[config.mk]
export PLATFORM = sky130hd
export DESIGN_NAME = proj_sweep_counter_flat
export DESIGN_NICKNAME = d
export VERILOG_FILES = /design/src/rtl/proj_sweep_counter_if.sv /design/src/rtl/proj_sweep_counter.sv /design/src/flat_wrapper.sv
export SDC_FILE = /design/constraint.sdc
export NUM_CORES = 1
export LEC_CHECK = 0
export CAP_MARGIN = 20
export CORE_AREA = 3 3 79 81
export DETAILED_ROUTE_END_ITERATION = 7
export DIE_AREA = 0 0 82 84
export PLACE_DENSITY_LB_ADDON = 0.25
export REMOVE_ABC_BUFFERS = 1
export SYNTH_ARGS = -nofsm -noshare
export SYNTH_HDL_FRONTEND = slang
export SYNTH_SLANG_ARGS = --single-unit
[constraint.sdc]
create_clock -name in_clk -period 8.5 [get_ports in_clk]
set_input_delay 1.275 -clock in_clk [delete_from_list [all_inputs] [get_ports in_clk]]
set_output_delay 1.275 -clock in_clk [all_outputs]
set_load 0.02 [all_outputs]
[src/rtl/proj_sweep_counter_if.sv]
// Control, configuration and index-stream signals of the sweep index generator.
// The sequencer/consumer side uses master; the counter uses slave.
interface proj_sweep_counter_if #(
    parameter int IDX_W  = 8,
    parameter int STEP_W = 4,
    parameter int PASS_W = 4
);
    logic              start;
    logic              abort;
    logic [IDX_W-1:0]  cfg_limit;
    logic [STEP_W-1:0] cfg_step;
    logic              cfg_repeat;
    logic [PASS_W-1:0] cfg_passes;
    logic              index_stall;
    logic [IDX_W-1:0]  index;
    logic              index_valid;
    logic [PASS_W-1:0] pass_idx;
    logic              busy;
    logic              finished_count;
    logic              err_cfg;

    modport master (
        output start, abort, cfg_limit, cfg_step, cfg_repeat, cfg_passes, index_stall,
        input  index, index_valid, pass_idx, busy, finished_count, err_cfg
    );

    modport slave (
        input  start, abort, cfg_limit, cfg_step, cfg_repeat, cfg_passes, index_stall,
        output index, index_valid, pass_idx, busy, finished_count, err_cfg
    );
endinterface

[src/rtl/proj_sweep_counter.sv]
// Programmable multi-pass index sweep generator with stall handshake and abort.
// A start rising edge latches the configuration; indices step by the stride up to the inclusive limit.
module proj_sweep_counter #(
    parameter int IDX_W  = 8,
    parameter int STEP_W = 4,
    parameter int PASS_W = 4
) (
    input  logic                  in_clk,
    input  logic                  in_rst,
    proj_sweep_counter_if.slave   sw
);

    localparam int SUM_W = ((IDX_W > STEP_W) ? IDX_W : STEP_W) + 1;

    typedef enum logic [1:0] {
        ST_IDLE = 2'd0,
        ST_RUN  = 2'd1,
        ST_DONE = 2'd2
    } state_t;

    state_t            state_q, state_d;
    logic [IDX_W-1:0]  index_q, index_d;
    logic [PASS_W-1:0] pass_q, pass_d;
    logic [IDX_W-1:0]  limit_q, limit_d;
    logic [STEP_W-1:0] step_q, step_d;
    logic              repeat_q, repeat_d;
    logic [PASS_W-1:0] passes_q, passes_d;
    logic              start_prev_q;
    logic              err_q, err_d;
    logic              rise;
    logic [SUM_W-1:0]  nxt;
    logic              pass_end;

    // Sum is one bit wider than either operand so a stride past the top cannot wrap back under the limit.
    function automatic logic [SUM_W-1:0] next_index(input logic [IDX_W-1:0] idx,
                                                    input logic [STEP_W-1:0] step);
        return SUM_W'(idx) + SUM_W'(step);
    endfunction

    // A programmed pass count of zero behaves as a single pass.
    function automatic logic [PASS_W-1:0] last_pass(input logic [PASS_W-1:0] passes);
        return (passes == '0) ? '0 : passes - PASS_W'(1);
    endfunction

    assign rise     = sw.start & ~start_prev_q;
    assign nxt      = next_index(index_q, step_q);
    assign pass_end = (nxt > SUM_W'(limit_q));

    always_comb begin
        state_d  = state_q;
        index_d  = index_q;
        pass_d   = pass_q;
        limit_d  = limit_q;
        step_d   = step_q;
        repeat_d = repeat_q;
        passes_d = passes_q;
        err_d    = 1'b0;
        case (state_q)
            ST_RUN: begin
                if (sw.abort) begin
                    state_d = ST_IDLE;
                    index_d = '0;
                    pass_d  = '0;
                end else if (!sw.index_stall) begin
                    if (!pass_end) begin
                        index_d = nxt[IDX_W-1:0];
                    end else if (repeat_q && (pass_q < last_pass(passes_q))) begin
                        index_d = '0;
                        pass_d  = pass_q + PASS_W'(1);
                    end else begin
                        state_d = ST_DONE;
                        index_d = '0;
                        pass_d  = '0;
                    end
                end
            end
            default: begin
                // IDLE and the single DONE cycle both accept a new launch.
                state_d = ST_IDLE;
                if (rise && !sw.abort) begin
                    if (sw.cfg_step != '0) begin
                        state_d  = ST_RUN;
                        index_d  = '0;
                        pass_d   = '0;
                        limit_d  = sw.cfg_limit;
                        step_d   = sw.cfg_step;
                        repeat_d = sw.cfg_repeat;
                        passes_d = sw.cfg_passes;
                    end else begin
                        err_d = 1'b1;
                    end
                end
            end
        endcase
    end

    always_ff @(posedge in_clk or posedge in_rst) begin
        if (in_rst) begin
            state_q      <= ST_IDLE;
            index_q      <= '0;
            pass_q       <= '0;
            limit_q      <= '0;
            step_q       <= '0;
            repeat_q     <= 1'b0;
            passes_q     <= '0;
            start_prev_q <= 1'b0;
            err_q        <= 1'b0;
        end else begin
            state_q      <= state_d;
            index_q      <= index_d;
            pass_q       <= pass_d;
            limit_q      <= limit_d;
            step_q       <= step_d;
            repeat_q     <= repeat_d;
            passes_q     <= passes_d;
            start_prev_q <= sw.start;
            err_q        <= err_d;
        end
    end

    assign sw.index          = index_q;
    assign sw.pass_idx       = pass_q;
    assign sw.index_valid    = (state_q == ST_RUN);
    assign sw.busy           = (state_q == ST_RUN);
    assign sw.finished_count = (state_q == ST_DONE);
    assign sw.err_cfg        = err_q;

endmodule

[src/flat_wrapper.sv]
// flat-port wrapper written by rule: the top's interface ports become plain ports
module proj_sweep_counter_flat 
#(
    parameter int IDX_W  = 8,
    parameter int STEP_W = 4,
    parameter int PASS_W = 4
)
  (in_clk, in_rst, sw_start, sw_abort, sw_cfg_limit, sw_cfg_step, sw_cfg_repeat, sw_cfg_passes, sw_index_stall, sw_index, sw_index_valid, sw_pass_idx, sw_busy, sw_finished_count, sw_err_cfg);
  proj_sweep_counter_if #(.IDX_W(IDX_W), .STEP_W(STEP_W), .PASS_W(PASS_W)) sw_i ();
  input  logic in_clk;
  input  logic in_rst;
  input wire logic [$bits(sw_i.start)-1:0] sw_start;
  input wire logic [$bits(sw_i.abort)-1:0] sw_abort;
  input wire logic [$bits(sw_i.cfg_limit)-1:0] sw_cfg_limit;
  input wire logic [$bits(sw_i.cfg_step)-1:0] sw_cfg_step;
  input wire logic [$bits(sw_i.cfg_repeat)-1:0] sw_cfg_repeat;
  input wire logic [$bits(sw_i.cfg_passes)-1:0] sw_cfg_passes;
  input wire logic [$bits(sw_i.index_stall)-1:0] sw_index_stall;
  output wire logic [$bits(sw_i.index)-1:0] sw_index;
  output wire logic [$bits(sw_i.index_valid)-1:0] sw_index_valid;
  output wire logic [$bits(sw_i.pass_idx)-1:0] sw_pass_idx;
  output wire logic [$bits(sw_i.busy)-1:0] sw_busy;
  output wire logic [$bits(sw_i.finished_count)-1:0] sw_finished_count;
  output wire logic [$bits(sw_i.err_cfg)-1:0] sw_err_cfg;
  assign sw_i.start = sw_start;
  assign sw_i.abort = sw_abort;
  assign sw_i.cfg_limit = sw_cfg_limit;
  assign sw_i.cfg_step = sw_cfg_step;
  assign sw_i.cfg_repeat = sw_cfg_repeat;
  assign sw_i.cfg_passes = sw_cfg_passes;
  assign sw_i.index_stall = sw_index_stall;
  assign sw_index = sw_i.index;
  assign sw_index_valid = sw_i.index_valid;
  assign sw_pass_idx = sw_i.pass_idx;
  assign sw_busy = sw_i.busy;
  assign sw_finished_count = sw_i.finished_count;
  assign sw_err_cfg = sw_i.err_cfg;
  proj_sweep_counter #(.IDX_W(IDX_W), .STEP_W(STEP_W), .PASS_W(PASS_W)) u_core (.in_clk(in_clk), .in_rst(in_rst), .sw(sw_i));
endmodule
# Yosys cells after proc, flatten, opt, wreduce, memory -nomap -nowiden
# Index checks and enable logic that the tools add are counted.
[classes] addsub=3 order_cmp=2 eq_ne=5 muxes=24 bitwise_logic=3 reduce_logical=11
[ops] cell="8-bit 2-to-1 mux" n=6
[ops] cell="4-bit 2-to-1 mux" n=8
[ops] cell="2-bit 2-to-1 mux" n=6
[ops] cell="8-bit by 4-bit adder with 9-bit output" n=1
[ops] cell="9-bit by 8-bit greater-than comparator with 1-bit output" n=1
[ops] cell="3-bit AND reduction" n=3
[ops] cell="3-bit != test, second input constant" n=2
[ops] cell="4-bit by 1-bit adder with 4-bit output, second input constant" n=1
[ops] cell="4-bit logical NOT" n=1
[ops] cell="4-bit less-than comparator" n=1
[ops] cell="1-bit 2-to-1 mux" n=4
[ops] cell="4-bit AND reduction" n=1
[ops] cell="2-bit nonzero test" n=2
[ops] cell="4-bit nonzero test" n=1
[ops] cell="4-bit by 1-bit subtractor with 4-bit output, second input constant" n=1
[ops] cell="3-bit by 2-bit != test with 1-bit output, second input constant" n=1
[ops] cell="2-bit by 1-bit equality test with 1-bit output, second input constant" n=1
[ops] cell="2-bit equality test, second input constant" n=1
[ops] cell="1-bit logical AND" n=2
[ops] cell="1-bit inverter" n=2
[ops] cell="1-bit bitwise AND" n=1
[ops] cell="1-bit logical NOT" n=1
[totals] ff_bits=33 in_bits=22 out_inout_bits=16 elab_cells=57

# Logic depth before layout (Yosys ltp)
[logic_depth] ltp_word=9 depth_mapped=13 mapped_depth_nobuf=12

# Least setup slack after synthesis
# No wires, ideal clock.
[synth_timing] path_type="reg2reg" start="reg u_core.index_q[0] (netlist: u_core.sw.index[0])" end="reg u_core.pass_q[3] (netlist: u_core.sw.pass_idx[3])" setup_ns=0.122 arrival_time_ns=3.182 t_required_ns=8.378 slack_ns=5.196 path_stages_with_launch=14 path_buffers=1 synth_period_minus_slack_ns=3.304 cell_sequence="dfrtp_1 -> ha_1 -> fa_1 -> a21o_1 -> a21oi_2 -> nor3_1 -> or2_2 -> ha_1 -> nand3_1 -> or3_1 -> o211ai_1 -> buf_2 -> a21oi_1 -> a32o_1"
[synth_between] elab_chain_len=4
[synth_rtl] element="start: declaration" line="proj_sweep_counter.sv:22" rtl="logic [IDX_W-1:0] index_q, index_d;"
[synth_rtl] element="start signal: assignment" line="proj_sweep_counter.sv:110" rtl="index_q <= index_d;"
[synth_rtl] element="8-bit by 4-bit adder with 9-bit output" line="proj_sweep_counter.sv:37" rtl="return SUM_W'(idx) + SUM_W'(step);"
[synth_rtl] element="9-bit by 8-bit greater-than comparator with 1-bit output" line="proj_sweep_counter.sv:47" rtl="assign pass_end = (nxt > SUM_W'(limit_q));"
[synth_rtl] element="3-bit by 2-bit != test with 1-bit output (no source line)"
[synth_rtl] element="4-bit AND reduction (no source line)"
[synth_rtl] element="end signal: assignment" line="proj_sweep_counter.sv:111" rtl="pass_q <= pass_d;"
[synth_rtl] element="end: declaration" line="proj_sweep_counter.sv:23" rtl="logic [PASS_W-1:0] pass_q, pass_d;"
# No other way between the ends.
# A chain may end at the register's enable or synchronous reset.

# Final worst setup path
[layout_timing] start="reg u_core.index_q[0] (netlist: u_core.sw.index[0])" end="reg u_core.index_q[0] (netlist: u_core.sw.index[0])"
[layout_between] elab_chain_len=6
[layout_rtl] element="8-bit by 4-bit adder with 9-bit output *" line="proj_sweep_counter.sv:37"
[layout_rtl] element="9-bit by 8-bit greater-than comparator with 1-bit output" line="proj_sweep_counter.sv:47"
[layout_rtl] element="8-bit 2-to-1 mux *" line="proj_sweep_counter.sv:65" rtl="if (!pass_end) begin"
[layout_rtl] element="8-bit 2-to-1 mux *" line="proj_sweep_counter.sv:64" rtl="end else if (!sw.index_stall) begin"
[layout_rtl] element="8-bit 2-to-1 mux *" line="proj_sweep_counter.sv:60" rtl="if (sw.abort) begin"
[layout_rtl] element="8-bit 2-to-1 mux *" line="proj_sweep_counter.sv:58" rtl="case (state_q)"
# Mark *: on every way between the ends. The rest lies on a longest branch, timed or not. The select of a mux whose other input is x is not followed.

==> results.json <==
{
  "port_buffers": 37,
  "grt_pass1_wl_um": 7334,
  "max_cap_violations": 0,
  "cts_max_path_buffers": 2,
  "clock-sinks": 33,
  "cellPowerDensity_nw_per_um2": 294.6,
  "synth_area_um2": 1958,
  "post-route-period-util_pct": 44.67,
  "drt-initial-drc-count": 57,
  "wirelength_um": 4204,
  "start_util_pct": 35.34,
  "hold_viol": 0,
  "met2_usage_pct": 21.31,
  "ir_drop_mv": 0.1289,
  "worstMarginPinSlew_ns": 0.7454,
  "grt_setup_unrepaired": "false",
  "n_fill_cell": 556,
  "drc": 0,
  "cp.arrival_ns": 3.99,
  "postSynthCellCount": 193,
  "clock_skew_ns": 0.004133,
  "endpoint_kind": "flop",
  "synthDistinctLibCells": 44,
  "post_cts_resized": 0,
  "ys_seq_elements": 33,
  "via_count": 1513,
  "core_um2": 5540,
  "die_h_um": 84,
  "dieArea_um2": 6888,
  "fp-row-count": 27,
  "routabilityCongestion": 0.8475,
  "drive_gt1_share_pct": 13.68,
  "avgRoutedWirePerCell_um": 13.74,
  "clkTransAtPathRegs_ns": 0.07,
  "cts_tree": "done",
  "dp_hpwl_um": 3241,
  "areaGrowthSynthToFinish_pct": 28.43,
  "cts_setup_buffers": 0,
  "fin_crit_ns": 3.797,
  "setup_viol": 0,
  "status": "finished clean",
  "track_usage_pct": 14.04,
  "ys_seq_area_share_pct": 42.17,
  "grt_start_max_net_pins": 34,
  "die-width_um": 82,
  "h-tree-depth": 2,
  "final_cell_area_um2": 2515,
  "required_ns": 8.69,
  "grt.busiest_layer": "met2",
  "min_path_type": "flop to flop",
  "grt_antenna_before_repair": 0,
  "root_buffer": "clkbuf_8",
  "syn_area_per_cell_um2": 10.15,
  "insertedDiodeCount": 0,
  "fmax_mhz": 263.4,
  "insertion_delay_ns": 0.29,
  "relSlewSlack_pct": 50.09,
  "yosys_warnings": 0,
  "cts_buffers": 5,
  "viasPerCell": 4.944,
  "power_leakage_nw": 1.126,
  "detail-route-antenna-nets": 0,
  "cts_hold_repair.buffers": 0,
  "use_met1_pct": 17.62,
  "overflow": 0,
  "path_max_fanout": 11,
  "slew_viol_final": 0,
  "cp-start-kind": "flop",
  "drtPass1Iterations": 4,
  "tns_ns": 0,
  "finish.net_count": 272,
  "io_pins": 38,
  "grt_pass1_vias": 1568,
  "met3_usage_pct": 5.184,
  "placed_area_um2": 2399,
  "path_class": "flop to flop"
}
## where the power goes
part	total [mW]	switching, mW	internal (mW)
clock network	0.154	0.0584	0.0956
logic	0.336	0.178	0.158
registers	0.251	0.0425	0.208
## cell usage after synthesis, drive strengths merged
cell type | n | area share [%]
a31o | 1 | 0.45
xor2 | 1 | 0.45
nand2 | 16 | 3.1
or4 | 1 | 0.38
or3 | 2 | 0.70
inv | 17 | 3.3
a211o | 2 | 0.89
fa | 1 | 1.0
a32o | 2 | 1.0
or2 | 2 | 0.64
a2111oi | 1 | 0.45
nand2b | 5 | 1.6
nand3 | 3 | 0.77
nor2b | 2 | 0.64
nor3b | 1 | 0.38
o21a | 3 | 1.2
a31oi | 3 | 0.96
and2 | 2 | 0.64
nor4 | 1 | 0.32
o2111ai | 1 | 0.45
buf | 6 | 1.8
xnor2 | 3 | 1.3
nand4 | 3 | 0.96
a221o | 1 | 0.51
a21oi | 9 | 2.5
mux2i | 3 | 1.5
and3 | 1 | 0.32
mux2 | 17 | 9.8
o21ai | 12 | 3.1
nor3 | 3 | 0.77
o211ai | 2 | 0.77
o31ai | 1 | 0.38
o221ai | 1 | 0.45
a22o | 1 | 0.51
or4b | 1 | 0.51
a211oi | 1 | 0.38
ha | 16 | 10
dfrtp | 33 | 42
o22ai | 1 | 0.32
a21o | 2 | 0.77
nor2 | 9 | 1.7
## state kept, by name, indices dropped and copies added, names as in the netlist
register             count
u_core.limit_q           8
u_core.sw.index          8
u_core.passes_q          4
u_core.step_q            4
u_core.sw.pass_idx       4
u_core.state_q           2
u_core.repeat_q          1
u_core.start_prev_q      1
u_core.sw.err_cfg        1
## worst max-delay path: stages, from the launching register on
cell	delay, ns
dfrtp_1	0.40
ha_1	0.25
fa_1	0.41
a21o_1	0.19
a21oi_2	0.26
nor3_1	0.10
or2_2	0.28
ha_1	0.30
a21oi_1	0.18
o21ai_0	0.10
o211ai_1	0.62
nand2_1	0.30
o31ai_1	0.31
## layer usage
| layer | vias to the layer above | wire length (um) |
|---|---|---|
| met4 | 0 | 85 |
| met3 | 6 | 189 |
| met1 | 706 | 1907 |
| met5 | - | 0 |
| met2 | 31 | 2021 |
| li1 | 770 | - |
## area by class of cell
| class | count | area (um^2) | area share (%) |
|---|---|---|---|
| clock inverters | 1 | 30.03 | 1.194 |
| well taps | 72 | 90.09 | 3.582 |
| flip-flops and latches | 33 | 825.8 | 32.84 |
| multi-input cells | 137 | 1033 | 41.09 |
| inverters | 17 | 63.81 | 2.537 |
| repair buffers | 39 | 385.4 | 15.32 |
| clock buffers | 7 | 86.33 | 3.433 |
## cell usage in the layout (no fill, tap or decap), drive strengths merged, types with 2 or more instances in the layout
cell type,synthesis,final
a21oi,9,9
nor3,3,3
mux2i,3,3
or2,2,2
o211ai,2,2
nand4,3,3
buf,6,2
mux2,17,17
o21ai,12,12
clkdlybuf4s50,0,37
a21o,2,2
xnor2,3,3
nor2b,2,2
o21a,3,3
a31oi,3,3
nand3,3,3
inv,17,17
clkbuf,0,7
dfrtp,33,33
nor2,9,9
nand2b,5,5
nand2,16,16
ha,16,16
and2,2,2
a211o,2,2
a32o,2,2
or3,2,2
## final timing paths
check | depth (start not counted) | slack (ns) | start | endpoint
setup reg to reg | 12 | 4.70 | u_core.sw.index[0] | u_core.sw.index[0]
hold / removal | 1 | 0.51 | u_core.limit_q[3] | u_core.limit_q[3]
setup / recovery | 12 | 4.70 | u_core.sw.index[0] | u_core.sw.index[0]
max in group asynchronous | 3 | 6.81 | in_rst | u_core.limit_q[2]
hold reg to reg | 1 | 0.51 | u_core.limit_q[3] | u_core.limit_q[3]
min in group asynchronous | 3 | 1.38 | in_rst | u_core.passes_q[2]
## per-stage QoR
step | worst slack (ns) | power, mW | hold WS [ns] | instances | util (%)
2_1_floorplan | 5.035 | 0.4864 | 0.4753 | 187 | -
3_3_place_gp | 4.825 | 0.5919 | 0.4893 | 298 | 43.29
3_5_place_dp | 4.738 | 0.5927 | 0.4995 | 298 | 43.29
4_1_cts | 4.703 | 0.7517 | 0.5124 | 306 | 45.39
5_1_grt | 4.360 | 0.8167 | 0.5353 | 306 | 45.39
6_report | 4.703 | 0.7408 | 0.5100 | 306 | 45.39
## cells by family after synthesis
logic type	synth area share (%)
AO/OA/AOI/OAI	15.02
XOR/XNOR	1.789
adder cells (fa/ha/maj)	11.25
buffers and inverters	5.048
flip-flops	42.17
multiplexers	11.31
AND/OR/NAND/NOR	13.42
No activity file was read; power rests on OpenSTA's default activity.
